==> config.mk <==
export PLATFORM = sky130hd
export DESIGN_NAME = pll_phase_ctrl_flat
export DESIGN_NICKNAME = d
export VERILOG_FILES = /design/src/rtl/pll_phase_ctrl_if.sv /design/src/rtl/pll_phase_ctrl.sv /design/src/flat_wrapper.sv
export SDC_FILE = /design/constraint.sdc
export NUM_CORES = 1
export LEC_CHECK = 0
export CAP_MARGIN = 30
export CORE_ASPECT_RATIO = 0.6
export CORE_MARGIN = 1
export CORE_UTILIZATION = 30
export CTS_BUF_LIST = sky130_fd_sc_hd__clkbuf_16
export CTS_CLUSTER_SIZE = 28
export DETAILED_ROUTE_END_ITERATION = 12
export PLACE_DENSITY_LB_ADDON = 0.05
export SLEW_MARGIN = 20
export SYNTH_ARGS = -nofsm -noshare
export SYNTH_HDL_FRONTEND = slang
export SYNTH_SLANG_ARGS = --single-unit
==> constraint.sdc <==
create_clock -name clock_in -period 2.22 [get_ports clock_in]
set_clock_uncertainty 0.1 [all_clocks]
set_input_delay 0.666 -clock clock_in [delete_from_list [all_inputs] [get_ports clock_in]]
set_output_delay 0.666 -clock clock_in [all_outputs]
set_load 0.005 [all_outputs]
==> src/rtl/pll_phase_ctrl_if.sv <==
// Phase-request handshake between a controller (master) and the PLL phase sequencer (slave).
interface pll_phase_ctrl_if #(
  parameter int STEP_W = 8
);
  logic              req_valid;
  logic              req_ready;
  logic [1:0]        req_channel;
  logic              req_dir;
  logic [STEP_W-1:0] req_steps;

  modport master (
    output req_valid, req_channel, req_dir, req_steps,
    input  req_ready
  );

  modport slave (
    input  req_valid, req_channel, req_dir, req_steps,
    output req_ready
  );
endinterface

==> src/rtl/pll_phase_ctrl.sv <==
// ECP5 EHXPLLL dynamic-phase sequencer: drives PHASESEL/DIR/STEP/LOADREG for each request,
// waits for re-lock, and filters the raw PLL LOCK into `locked` with a lock-loss counter.
module pll_phase_ctrl #(
  parameter int NUM_CHANNELS = 4,
  parameter int STEP_W       = 8,
  parameter int SETUP_CYCLES = 4,
  parameter int PULSE_CYCLES = 2,
  parameter int LOCK_FILTER  = 8,
  parameter int LOCK_TIMEOUT = 1000,
  parameter int LOSS_W       = 8
) (
  input  logic              clock_in,
  input  logic              reset,
  input  logic              pll_lock_raw,
  pll_phase_ctrl_if.slave   req,
  output logic [1:0]        phasesel,
  output logic              phasedir,
  output logic              phasestep,
  output logic              phaseloadreg,
  output logic              locked,
  output logic              done,
  output logic              err_timeout,
  output logic              err_range,
  output logic [LOSS_W-1:0] lock_loss_count
);

  localparam int MAX_A   = (SETUP_CYCLES > PULSE_CYCLES) ? SETUP_CYCLES : PULSE_CYCLES;
  localparam int CNT_MAX = (LOCK_TIMEOUT > MAX_A) ? LOCK_TIMEOUT : MAX_A;
  localparam int CNT_W   = $clog2(CNT_MAX + 1);
  localparam int FILT_W  = $clog2(LOCK_FILTER + 1);
  localparam logic [2:0] NUM_CH_L = 3'(NUM_CHANNELS);

  typedef enum logic [2:0] {
    IDLE, SETUP, STEP_LO, STEP_HI, LOAD_LO, LOAD_HI, WAIT_LOCK
  } state_t;

  state_t             state;
  logic [CNT_W-1:0]   cnt;
  logic [STEP_W-1:0]  remaining;
  logic [1:0]         lock_sync;
  logic [FILT_W-1:0]  filt_cnt;

  assign req.req_ready = (state == IDLE);

  // Lock filter: needs LOCK_FILTER consecutive synced-high cycles, drops on the first low one.
  always_ff @(posedge clock_in or posedge reset) begin
    if (reset) begin
      lock_sync       <= '0;
      filt_cnt        <= '0;
      locked          <= 1'b0;
      lock_loss_count <= '0;
    end else begin
      lock_sync <= {lock_sync[0], pll_lock_raw};
      if (!lock_sync[1]) begin
        filt_cnt <= '0;
        locked   <= 1'b0;
        if (locked && lock_loss_count != '1)
          lock_loss_count <= lock_loss_count + 1'b1;
      end else if (!locked) begin
        if (filt_cnt == FILT_W'(LOCK_FILTER - 1))
          locked <= 1'b1;
        else
          filt_cnt <= filt_cnt + 1'b1;
      end
    end
  end

  // Request sequencer; pin outputs only change on state transitions so STEP edges never meet SEL/DIR changes.
  always_ff @(posedge clock_in or posedge reset) begin
    if (reset) begin
      state        <= IDLE;
      cnt          <= '0;
      remaining    <= '0;
      phasesel     <= 2'd0;
      phasedir     <= 1'b0;
      phasestep    <= 1'b1;
      phaseloadreg <= 1'b1;
      done         <= 1'b0;
      err_timeout  <= 1'b0;
      err_range    <= 1'b0;
    end else begin
      done        <= 1'b0;
      err_timeout <= 1'b0;
      err_range   <= 1'b0;
      case (state)
        IDLE: begin
          if (req.req_valid) begin
            if ({1'b0, req.req_channel} >= NUM_CH_L) begin
              err_range <= 1'b1;
            end else if (req.req_steps == '0) begin
              done <= 1'b1;
            end else begin
              phasesel  <= req.req_channel;
              phasedir  <= req.req_dir;
              remaining <= req.req_steps;
              cnt       <= '0;
              state     <= SETUP;
            end
          end
        end
        SETUP: begin
          if (cnt == CNT_W'(SETUP_CYCLES - 1)) begin
            cnt       <= '0;
            phasestep <= 1'b0;
            state     <= STEP_LO;
          end else begin
            cnt <= cnt + 1'b1;
          end
        end
        STEP_LO: begin
          if (cnt == CNT_W'(PULSE_CYCLES - 1)) begin
            cnt       <= '0;
            phasestep <= 1'b1;
            remaining <= remaining - 1'b1;
            state     <= STEP_HI;
          end else begin
            cnt <= cnt + 1'b1;
          end
        end
        STEP_HI: begin
          if (cnt == CNT_W'(PULSE_CYCLES - 1)) begin
            cnt <= '0;
            if (remaining != '0) begin
              phasestep <= 1'b0;
              state     <= STEP_LO;
            end else begin
              phaseloadreg <= 1'b0;
              state        <= LOAD_LO;
            end
          end else begin
            cnt <= cnt + 1'b1;
          end
        end
        LOAD_LO: begin
          if (cnt == CNT_W'(PULSE_CYCLES - 1)) begin
            cnt          <= '0;
            phaseloadreg <= 1'b1;
            state        <= LOAD_HI;
          end else begin
            cnt <= cnt + 1'b1;
          end
        end
        LOAD_HI: begin
          if (cnt == CNT_W'(PULSE_CYCLES - 1)) begin
            cnt   <= '0;
            state <= WAIT_LOCK;
          end else begin
            cnt <= cnt + 1'b1;
          end
        end
        WAIT_LOCK: begin
          if (locked) begin
            done  <= 1'b1;
            state <= IDLE;
          end else if (cnt == CNT_W'(LOCK_TIMEOUT - 1)) begin
            err_timeout <= 1'b1;
            state       <= IDLE;
          end else begin
            cnt <= cnt + 1'b1;
          end
        end
        default: state <= IDLE;
      endcase
    end
  end

endmodule

==> src/flat_wrapper.sv <==
// flat-port wrapper written by rule: the top's interface ports become plain ports
module pll_phase_ctrl_flat 
#(
  parameter int NUM_CHANNELS = 4,
  parameter int STEP_W       = 8,
  parameter int SETUP_CYCLES = 4,
  parameter int PULSE_CYCLES = 2,
  parameter int LOCK_FILTER  = 8,
  parameter int LOCK_TIMEOUT = 1000,
  parameter int LOSS_W       = 8
)
  (clock_in, reset, pll_lock_raw, phasesel, phasedir, phasestep, phaseloadreg, locked, done, err_timeout, err_range, lock_loss_count, req_req_valid, req_req_channel, req_req_dir, req_req_steps, req_req_ready);
  pll_phase_ctrl_if #(.STEP_W(STEP_W)) req_i ();
  input  logic clock_in;
  input  logic reset;
  input  logic pll_lock_raw;
  output logic [1:0] phasesel;
  output logic phasedir;
  output logic phasestep;
  output logic phaseloadreg;
  output logic locked;
  output logic done;
  output logic err_timeout;
  output logic err_range;
  output logic [LOSS_W-1:0] lock_loss_count;
  input wire logic [$bits(req_i.req_valid)-1:0] req_req_valid;
  input wire logic [$bits(req_i.req_channel)-1:0] req_req_channel;
  input wire logic [$bits(req_i.req_dir)-1:0] req_req_dir;
  input wire logic [$bits(req_i.req_steps)-1:0] req_req_steps;
  output wire logic [$bits(req_i.req_ready)-1:0] req_req_ready;
  assign req_i.req_valid = req_req_valid;
  assign req_i.req_channel = req_req_channel;
  assign req_i.req_dir = req_req_dir;
  assign req_i.req_steps = req_req_steps;
  assign req_req_ready = req_i.req_ready;
  pll_phase_ctrl #(.NUM_CHANNELS(NUM_CHANNELS), .STEP_W(STEP_W), .SETUP_CYCLES(SETUP_CYCLES), .PULSE_CYCLES(PULSE_CYCLES), .LOCK_FILTER(LOCK_FILTER), .LOCK_TIMEOUT(LOCK_TIMEOUT), .LOSS_W(LOSS_W)) u_core (.clock_in(clock_in), .reset(reset), .pll_lock_raw(pll_lock_raw), .req(req_i), .phasesel(phasesel), .phasedir(phasedir), .phasestep(phasestep), .phaseloadreg(phaseloadreg), .locked(locked), .done(done), .err_timeout(err_timeout), .err_range(err_range), .lock_loss_count(lock_loss_count));
endmodule
==> results of run 1 <==
==> sequential cells by signal, summed over array words and instances (netlist names) <==
name / flops
u_core.cnt: 10
u_core.lock_loss_count: 8
u_core.remaining: 8
u_core.filt_cnt: 4
u_core.state: 3
u_core.lock_sync: 2
u_core.phasesel: 2
u_core.done: 1
u_core.err_timeout: 1
u_core.locked: 1
u_core.phasedir: 1
u_core.phaseloadreg: 1
u_core.phasestep: 1
==> metrics by stage <==
stage          area, um^2  TNS, ps  total power [mW]   util
2_1_floorplan        2400        0              2.27      -
3_3_place_gp         3050    -8050              2.93  0.406
3_5_place_dp         3050    -8300              2.93  0.406
4_1_cts              3250        0              3.79  0.433
5_1_grt              3230    -8.33              4.04  0.431
6_report             3230        0              3.74  0.431
==> synth_stat cells, types with 2 or more instances <==
master | n | area share
dfrtp_1 | 41 | 0.43
nor2_1 | 25 | 0.039
nand2_1 | 14 | 0.022
a21oi_1 | 12 | 0.025
o21ai_0 | 12 | 0.025
inv_1 | 11 | 0.017
nand3_1 | 8 | 0.017
xnor2_1 | 8 | 0.029
xor2_1 | 8 | 0.029
nor3_1 | 7 | 0.015
nand4_1 | 6 | 0.016
a31oi_1 | 5 | 0.013
ha_1 | 5 | 0.026
and2_1 | 4 | 0.010
clkbuf_1 | 4 | 0.0062
mux2_2 | 4 | 0.019
mux2i_1 | 4 | 0.017
nand4b_1 | 4 | 0.015
nor4_1 | 4 | 0.010
o211ai_1 | 4 | 0.013
o21a_1 | 4 | 0.013
and3_1 | 3 | 0.0078
nand2b_1 | 3 | 0.0078
o21ai_1 | 3 | 0.0062
or4_1 | 3 | 0.0094
buf_4 | 2 | 0.0062
dfstp_2 | 2 | 0.022
nand3b_1 | 2 | 0.0062
nor2b_1 | 2 | 0.0052
nor4_4 | 2 | 0.018
o22a_1 | 2 | 0.0073
o22ai_1 | 2 | 0.0052
or2_2 | 2 | 0.0052
==> per-layer routing <==
| layer | GRT usage | wire, um |
|---|---|---|
| met5 | 0 | 0 |
| met4 | 0.0470 | 63 |
| met3 | 0.0398 | 278 |
| met2 | 0.211 | 2190 |
| met1 | 0.254 | 3510 |
==> path summary, 6_finish.rpt <==
check	cells past startpoint	start	slack, ps	to
max	6	req_req_steps[4]	80	u_core.remaining[7]
min	0	u_core.lock_sync[0]	250	u_core.lock_sync[1]
max reg2reg	5	u_core.cnt[3]	150	u_core.state[2]
min reg2reg	0	u_core.lock_sync[0]	250	u_core.lock_sync[1]
max in group asynchronous	3	reset	1080	u_core.phaseloadreg
min in group asynchronous	3	reset	640	u_core.done
==> cell type report <==
type,count,area (um^2),area share
Sequential cell,43,1080,0.334
Timing Repair Buffer,65,564,0.175
Multi-Input combinational cell,182,1270,0.394
Clock inverter,3,16.3,0.00503
Tap cell,104,130,0.0403
Clock buffer,5,125,0.0387
Inverter,12,45.0,0.0139
==> timing repair <==
action,CTS,global route
buffers inserted,1,1
pin swaps,4,4
endpoints found under the setup margin,21,18
resized for setup,17,11
endpoints found under the hold margin,0,0
cloned,1,0
==> cells by family (layout without fill, tap and decap cells) <==
kind of cell / count (synthesis) / count (layout) / synth area share
simple gates: 96 / 96 / 0.229
compound gates: 56 / 56 / 0.163
flops: 43 / 43 / 0.449
buf+inv: 20 / 85 / 0.0380
xor+xnor: 16 / 16 / 0.0583
mux: 8 / 8 / 0.0354
fa+ha+maj: 5 / 5 / 0.0260
other cells: 1 / 1 / 0.00156
==> where the power goes <==
group          switching (mW)  internal (mW)  total, mW
clock network           0.304          0.411      0.714
logic                    1.01          0.884       1.89
registers               0.148          0.983       1.13
==> results.cfg, run 1 <==
[run_status]
outcome = finished, final reports clean

[routing]
postRouteAntennaNets = 0
viasPerCell = 4.84
drtIter0Drc = 136
wl_per_cell_um = 14.6
dr_total_vias = 2004
drc = 0
wl_mm = 6.04
drt-pass1-iter-count = 5

[synthesis]
synth_warnings = 0
synth-edff-count = 0
synthFlopType = dfrtp_1
synth_area_um2 = 2400
synth_seq_area_share = 0.449
synth_seq_cells = 43
async_flop_share = 1.00
avgSynthCellArea_um2 = 9.81
synth_cell_types = 56
syn_nets = 265
synthCells = 245

[cts]
clk_pin_slew_worst_paths_ps = 60
clock_sinks = 43
clk_latency_ps = 290
cts_tree = done
ctsHoldBuffers = 0
htreeDepth = 2
cts_buffers = 5
clock_path_buffers = 2
root_buffer = clkbuf_16

[power_and_ir_drop]
power_per_cell_area_nw_per_um2 = 1160
p_leak_nw = 1.44
vdd_drop_max_mv = 0.437

[floorplan]
core_um2 = 7510
initial_core_util = 0.320
pin_count = 33
fp-row-count = 24
die_h_um = 71.3
fp.dieArea_um2 = 8380
fp.dieW_um = 118

[cells_and_area]
final.fill_count = 740
nNetsFinal = 329
antenna_cells = 0
drive_above_1_share = 0.223
final_cell_mix = dfrtp_1, buf_4, nor2_1
instances_no_fill = 414
final_common_cell = dfrtp_1
syn_to_final_growth_pct = 34.5

[critical_path]
cp_max_fo = 8
crit_path_end_kind = flop
worstSetupStartpointType = primary input
critPathTopFamily = compound AO/OA/AOI/OAI gates
path_cells = dlygate4sd2_1, or4_4, o211ai_4, o21a_4, buf_16, o22a_1
critical_path_buf_inv_count = 2
worstSetupPathType = primary input to flop
slowest_delay_ps = 520
required_ps = 2340
arrival_ps = 2270
cp_slowest_cell = or4_4

[placement]
port_buffers = 31
place_ws_ps = -481
dp.cells = 404
gp_congestion = 0.764
hpwl_mm = 4.42

[worst_hold_path]
min_path_type = flop to flop

[global_route]
overflow = 0
antenna_found_initial = 0
grt_pass1_wl_mm = 10.5
grtUsageTotal = 0.161
grt_pass1_vias = 1998
grt_max_degree = 23

[timing]
fin_ws_ps = 76.5
fmaxAchievable_mhz = 467
setup_viol = 0
finalHoldViolCount = 0
fin_crit_sh = 0.966
drv_slew = 0
period_needed_ps = 2140
whs_ps = 248

[job]
maxCapViolations = 0
Power figures use the tool's default switching activity.
==> run 2, diff against run 1 <==
--- a/config.mk
+++ b/config.mk
@@ -8,8 +8,9 @@
 export CAP_MARGIN = 30
 export CORE_ASPECT_RATIO = 0.6
 export CORE_MARGIN = 1
-export CORE_UTILIZATION = 30
+export CORE_UTILIZATION = 29
 export CTS_BUF_LIST = sky130_fd_sc_hd__clkbuf_16
+export CTS_CLUSTER_DIAMETER = 40
 export CTS_CLUSTER_SIZE = 28
 export DETAILED_ROUTE_END_ITERATION = 12
 export PLACE_DENSITY_LB_ADDON = 0.05
==> results.cfg, run 2 (synthesis gave the netlist of run 1 again) <==
[cells_and_area]
largest_register = u_core.cnt
nNetsFinal = 329
fin_util = 0.416
antenna_cells = 0
final.fill_count = 803
final_cell_mix = dfrtp_1, buf_4, nor2_1
drive_above_1_share = 0.213
final_common_cell = dfrtp_1
largest_reg_flops = 10
syn_to_final_growth_pct = 37.4
final_area_um2 = 3300
top_regs = u_core.cnt: 10 flops, u_core.lock_loss_count: 8 flops, u_core.remaining: 8 flops

[power_and_ir_drop]
power_per_cell_area_nw_per_um2 = 1190
vdd_drop_max_mv = 0.479
p_leak_nw = 1.48

[floorplan]
die_h_um = 72.5
core_um2 = 7950
pin_count = 33
fp.dieW_um = 120
fp.dieArea_um2 = 8660
initial_core_util = 0.302
fp-row-count = 25

[placement]
placed_area_um2 = 3060
port_buffers = 31
gp_congestion = 0.786
hpwl_mm = 4.40
place_ws_ps = -485

[cts]
clock_path_buffers = 2
root_buffer = clkbuf_16
htreeDepth = 2
ctsHoldBuffers = 0
clk_latency_ps = 290
cts_tree = done
clk_pin_slew_worst_paths_ps = 70
clock_sinks = 43
cts_buffers = 5

[timing]
fin_crit_sh = 0.981
slew_headroom = 0.661
fmaxAchievable_mhz = 459
fin_ws_ps = 43.0
finalHoldViolCount = 0
rsz0062_at_grt = false
period_needed_ps = 2180
tightestPinTransition_ps = 506
whs_ps = 253
tns_ps = 0
setup_viol = 0
drv_slew = 0

[worst_hold_path]
min_path_type = flop to flop
hp-start = u_core.lock_sync[0]
hold_end = u_core.lock_sync[1]
holdPathStages = 0

[routing]
viasPerCell = 4.83
wl_mm = 5.90
wl_per_cell_um = 14.1
dr_total_vias = 2021
drtIter0Drc = 118
drt-pass1-iter-count = 5
drc = 0
postRouteAntennaNets = 0

[global_route]
gr-usage-met1 = 0.245
grt_pass1_vias = 1814
grtUsageTotal = 0.149
use_met2 = 0.171
top_usage_layer = met1
grt_pass1_wl_mm = 9.79
grt_max_degree = 30
overflow = 0
antenna_found_initial = 0
use_met3 = 0.0464

[critical_path]
worstSetupStartpointType = primary input
regToRegSetupSlack_ps = 160
worstSetupPathType = primary input to flop
arrival_ps = 2290
crit_path_end_kind = flop
required_ps = 2330
r2r_cells = 7
cp_slowest_cell = or4_4
cp_max_fo = 7
path_cells = dlygate4sd2_1, or4_4, o211ai_4, o21a_2, buf_12, a21oi_1, o22ai_1
reg2reg_to = u_core.remaining[1]
slowest_delay_ps = 550
regToRegStartpoint = u_core.cnt[5]

[job]
maxCapViolations = 0

[run_status]
outcome = finished, final reports clean
run 2: layout make-up:
type / count / area, um^2 / area share
multi-input combinational: 182 / 1270 / 0.385
clock buffer: 5 / 125 / 0.0379
timing repair buffer: 65 / 604 / 0.183
clock inverter: 3 / 43.8 / 0.0133
tap: 108 / 135 / 0.0409
inverter: 12 / 45.0 / 0.0136
sequential: 43 / 1080 / 0.327
run 2: stage by stage:
stage               instances  power, mW
floorplan                 245       2.27
global placement          407       2.95
detailed placement        407       2.93
CTS                       418       3.92
global route              418       4.21
finish                    418       3.92
run 2: timing repair:
action / CTS / global route
setup endpoints to repair: 21 / 13
pin swaps: 4 / 3
gates resized for setup: 17 / 4
cloned: 1 / 0
buffers inserted: 2 / 1
run 2: routing by layer:
layer  routed length (um)  vias to the layer above
met5                    0                        -
met4                   58                        0
met3                  309                        5
met2                 2120                       41
met1                 3420                      967
li1                     -                     1008
run 2: worst max path at each step:
stage,cells past startpoint,startpoint,end
after floorplan,6,req_req_steps[2],u_core.remaining[0]
after global placement,6,req_req_steps[2],u_core.remaining[7]
after detailed placement,6,req_req_steps[2],u_core.remaining[7]
after CTS,6,u_core.cnt[1],u_core.cnt[2]
after global routing,7,req_req_steps[1],u_core.remaining[1]
final,7,req_req_steps[1],u_core.remaining[5]
run 2: report_power, final:
part | total, mW | switching [mW] | internal (mW)
Combinational | 1.93 | 1.00 | 0.928
Sequential | 1.13 | 0.145 | 0.983
Clock | 0.855 | 0.324 | 0.531
run 2: worst max-delay path: cells and delay by family:
family	cells	cell delay [ps]
AO/OA/AOI/OAI	4	680
AND/OR/NAND/NOR	1	550
buffers and inverters	2	400
==> RTL edit, RTL diff (flow settings as in run 2) <==
`LOCK_FILTER` is set to 8 in 2 places; all go to 16.
--- a/src/rtl/pll_phase_ctrl.sv
+++ b/src/rtl/pll_phase_ctrl.sv
@@ -7,3 +7,3 @@
   parameter int PULSE_CYCLES = 2,
-  parameter int LOCK_FILTER  = 8,
+  parameter int LOCK_FILTER  = 16,
   parameter int LOCK_TIMEOUT = 1000,
--- a/src/flat_wrapper.sv
+++ b/src/flat_wrapper.sv
@@ -7,3 +7,3 @@
   parameter int PULSE_CYCLES = 2,
-  parameter int LOCK_FILTER  = 8,
+  parameter int LOCK_FILTER  = 16,
   parameter int LOCK_TIMEOUT = 1000,
Behaviour: no difference found for any inputs over 10 cycles, from zero or initial values and one cycle with reset high; that may be too few to reach the edited logic, so the function may still have changed.
==> RTL edit against run 2 <==
  * The flow now finishes with violations (setup timing)
  * Sequential cell count rose by 1
  * Cell count grew 4.1%
  * Area after synthesis is 0.42% lower
  * Non-clock buffer count is 16 higher
  * Setup slack worse by 0.090 ns
  * Total power decreased by 6.2%
  * Combinational power shrank 5%
  * Wire length increased by 10%
  * First-iteration DRC count increased by 37%
  * Critical path depth increased by 1
  * Via count rose by 5.2%
  * Design area is 5.5% higher
  * Die area down 0.40%
  * Critical path type is now flip-flop to flip-flop
  * Largest power group unchanged
==> RTL edit: results (changes against run 2) <==
sequential area share after synthesis - 46.13% (+1.2 points)
first-pass GRT wire length - 10.90 mm (+11%)
Sum Neg Setup Slack - -0.05623 ns (-0.05623 ns)
post-route setup slack - -0.04697 ns (-0.09001 ns)
slowest stage delay, CP - 0.42 ns (-0.13 ns)
top cells by count, synth - dfrtp_1, nand2_1, nor2_1
Post-Place Worst Slack - -0.5528 ns (-0.06730 ns)
DRT met1 WL - 3.695 mm (+8.0%)
vias in the first global route - 2,042 (+13%)
number of DRC markers in iteration 0 - 162 (+37%)
half-perimeter wire length after placement - 4.758 mm (+8.2%)
drt first pass iters - 4 (-1)
top post-synthesis cells by area - dfrtp_1, a21oi_1, o21ai_0
final setup fails - 2 (+2)
GR Util met3 - 4.088% (-0.55 points)
syn nets - 268 (+1.1%)
FF-to-FF path depth - 8 (+1)
CP Data Arrival Time - 2.39 ns (+0.10 ns)
routing usage on met1 - 27.28% (+2.8 points)
WL/cell - 14.97 um (+6.0%)
gpl congestion - 0.7477 (-4.9%)
Global Route Usage Sum - 16.72% (+1.8 points)
status - complete, but fails checks
failing checks - setup timing
cells after synthesis - 247 (+0.82%)
layout net count - 347 (+5.5%)
routed length on met3 - 397 um (+28%)
layout cell share with drive strength beyond 1 - 28.13% (+6.8 points)
Cell Count, Final, Fillers Out - 435 (+4.1%)
CP Max Fanout - 3 (-4)
placed instance count - 420 (+3.2%)
Max IR drop VDD - 0.5110 mV (+6.8%)
WHS - 0.2532 ns (-0.0001290 ns)
synth unique cells - 58 (+3.6%)
area of placed instances - 0.003141 mm2 (+2.7%)
GRT met2 Usage - 20.61% (+3.5 points)
-- RTL edit: worst paths after layout --
| kind | startpoint | endpoint |
|---|---|---|
| worst min register to register | u_core.lock_sync[0] | u_core.lock_sync[1] |
| worst min-delay path | u_core.lock_sync[0] | u_core.lock_sync[1] |
| min in group asynchronous | reset | u_core.lock_sync[1] |
| worst max-delay path | u_core.cnt[1] | u_core.state[1] |
| worst max register to register | u_core.cnt[1] | u_core.state[1] |
| max in group asynchronous | reset | u_core.phasestep |
-- RTL edit: what timing repair did --
item,4_1_cts,5_1_grt
gates resized for setup,17,22
setup buffers,3,4
pin swaps,8,6
endpoints found under the setup margin,25,22
-- RTL edit: cell type report --
type	instances	area [um2]
Inverter	9	33.78
Multi-Input combinational cell	185	1358
Fill cell	773	4462
Tap cell	108	135.1
Clock inverter	3	18.77
Sequential cell	44	1104
Clock buffer	5	125.1
Timing Repair Buffer	81	709.4
-- RTL edit: cell families (layout without fill, tap and decap cells) --
family | after synthesis | count (layout) | synth area share (%)
other | 1 | 1 | 0.1568
and+or+nand+nor | 93 | 93 | 21.39
DFF | 44 | 44 | 46.13
xor gates and xnor gates | 10 | 10 | 3.661
muxes | 6 | 6 | 2.720
adders and majority gates | 6 | 6 | 3.138
buffers and inverters | 18 | 98 | 3.347
AOI/OAI and AO/OA | 69 | 69 | 19.46
-- RTL edit: worst register-to-register path: stages (launching register included) --
cell	delay, ns
dfrtp_1	0.42
ha_4	0.18
nor4bb_4	0.15
a311o_1	0.29
buf_4	0.14
a32o_2	0.28
buf_6	0.12
or3_4	0.38
a21oi_2	0.13
-- RTL edit: power by group --
group	switching (uW)	internal [uW]	total (uW)
Sequential	118	972	1090
Clock	333	414	747
Combinational	953	883	1840
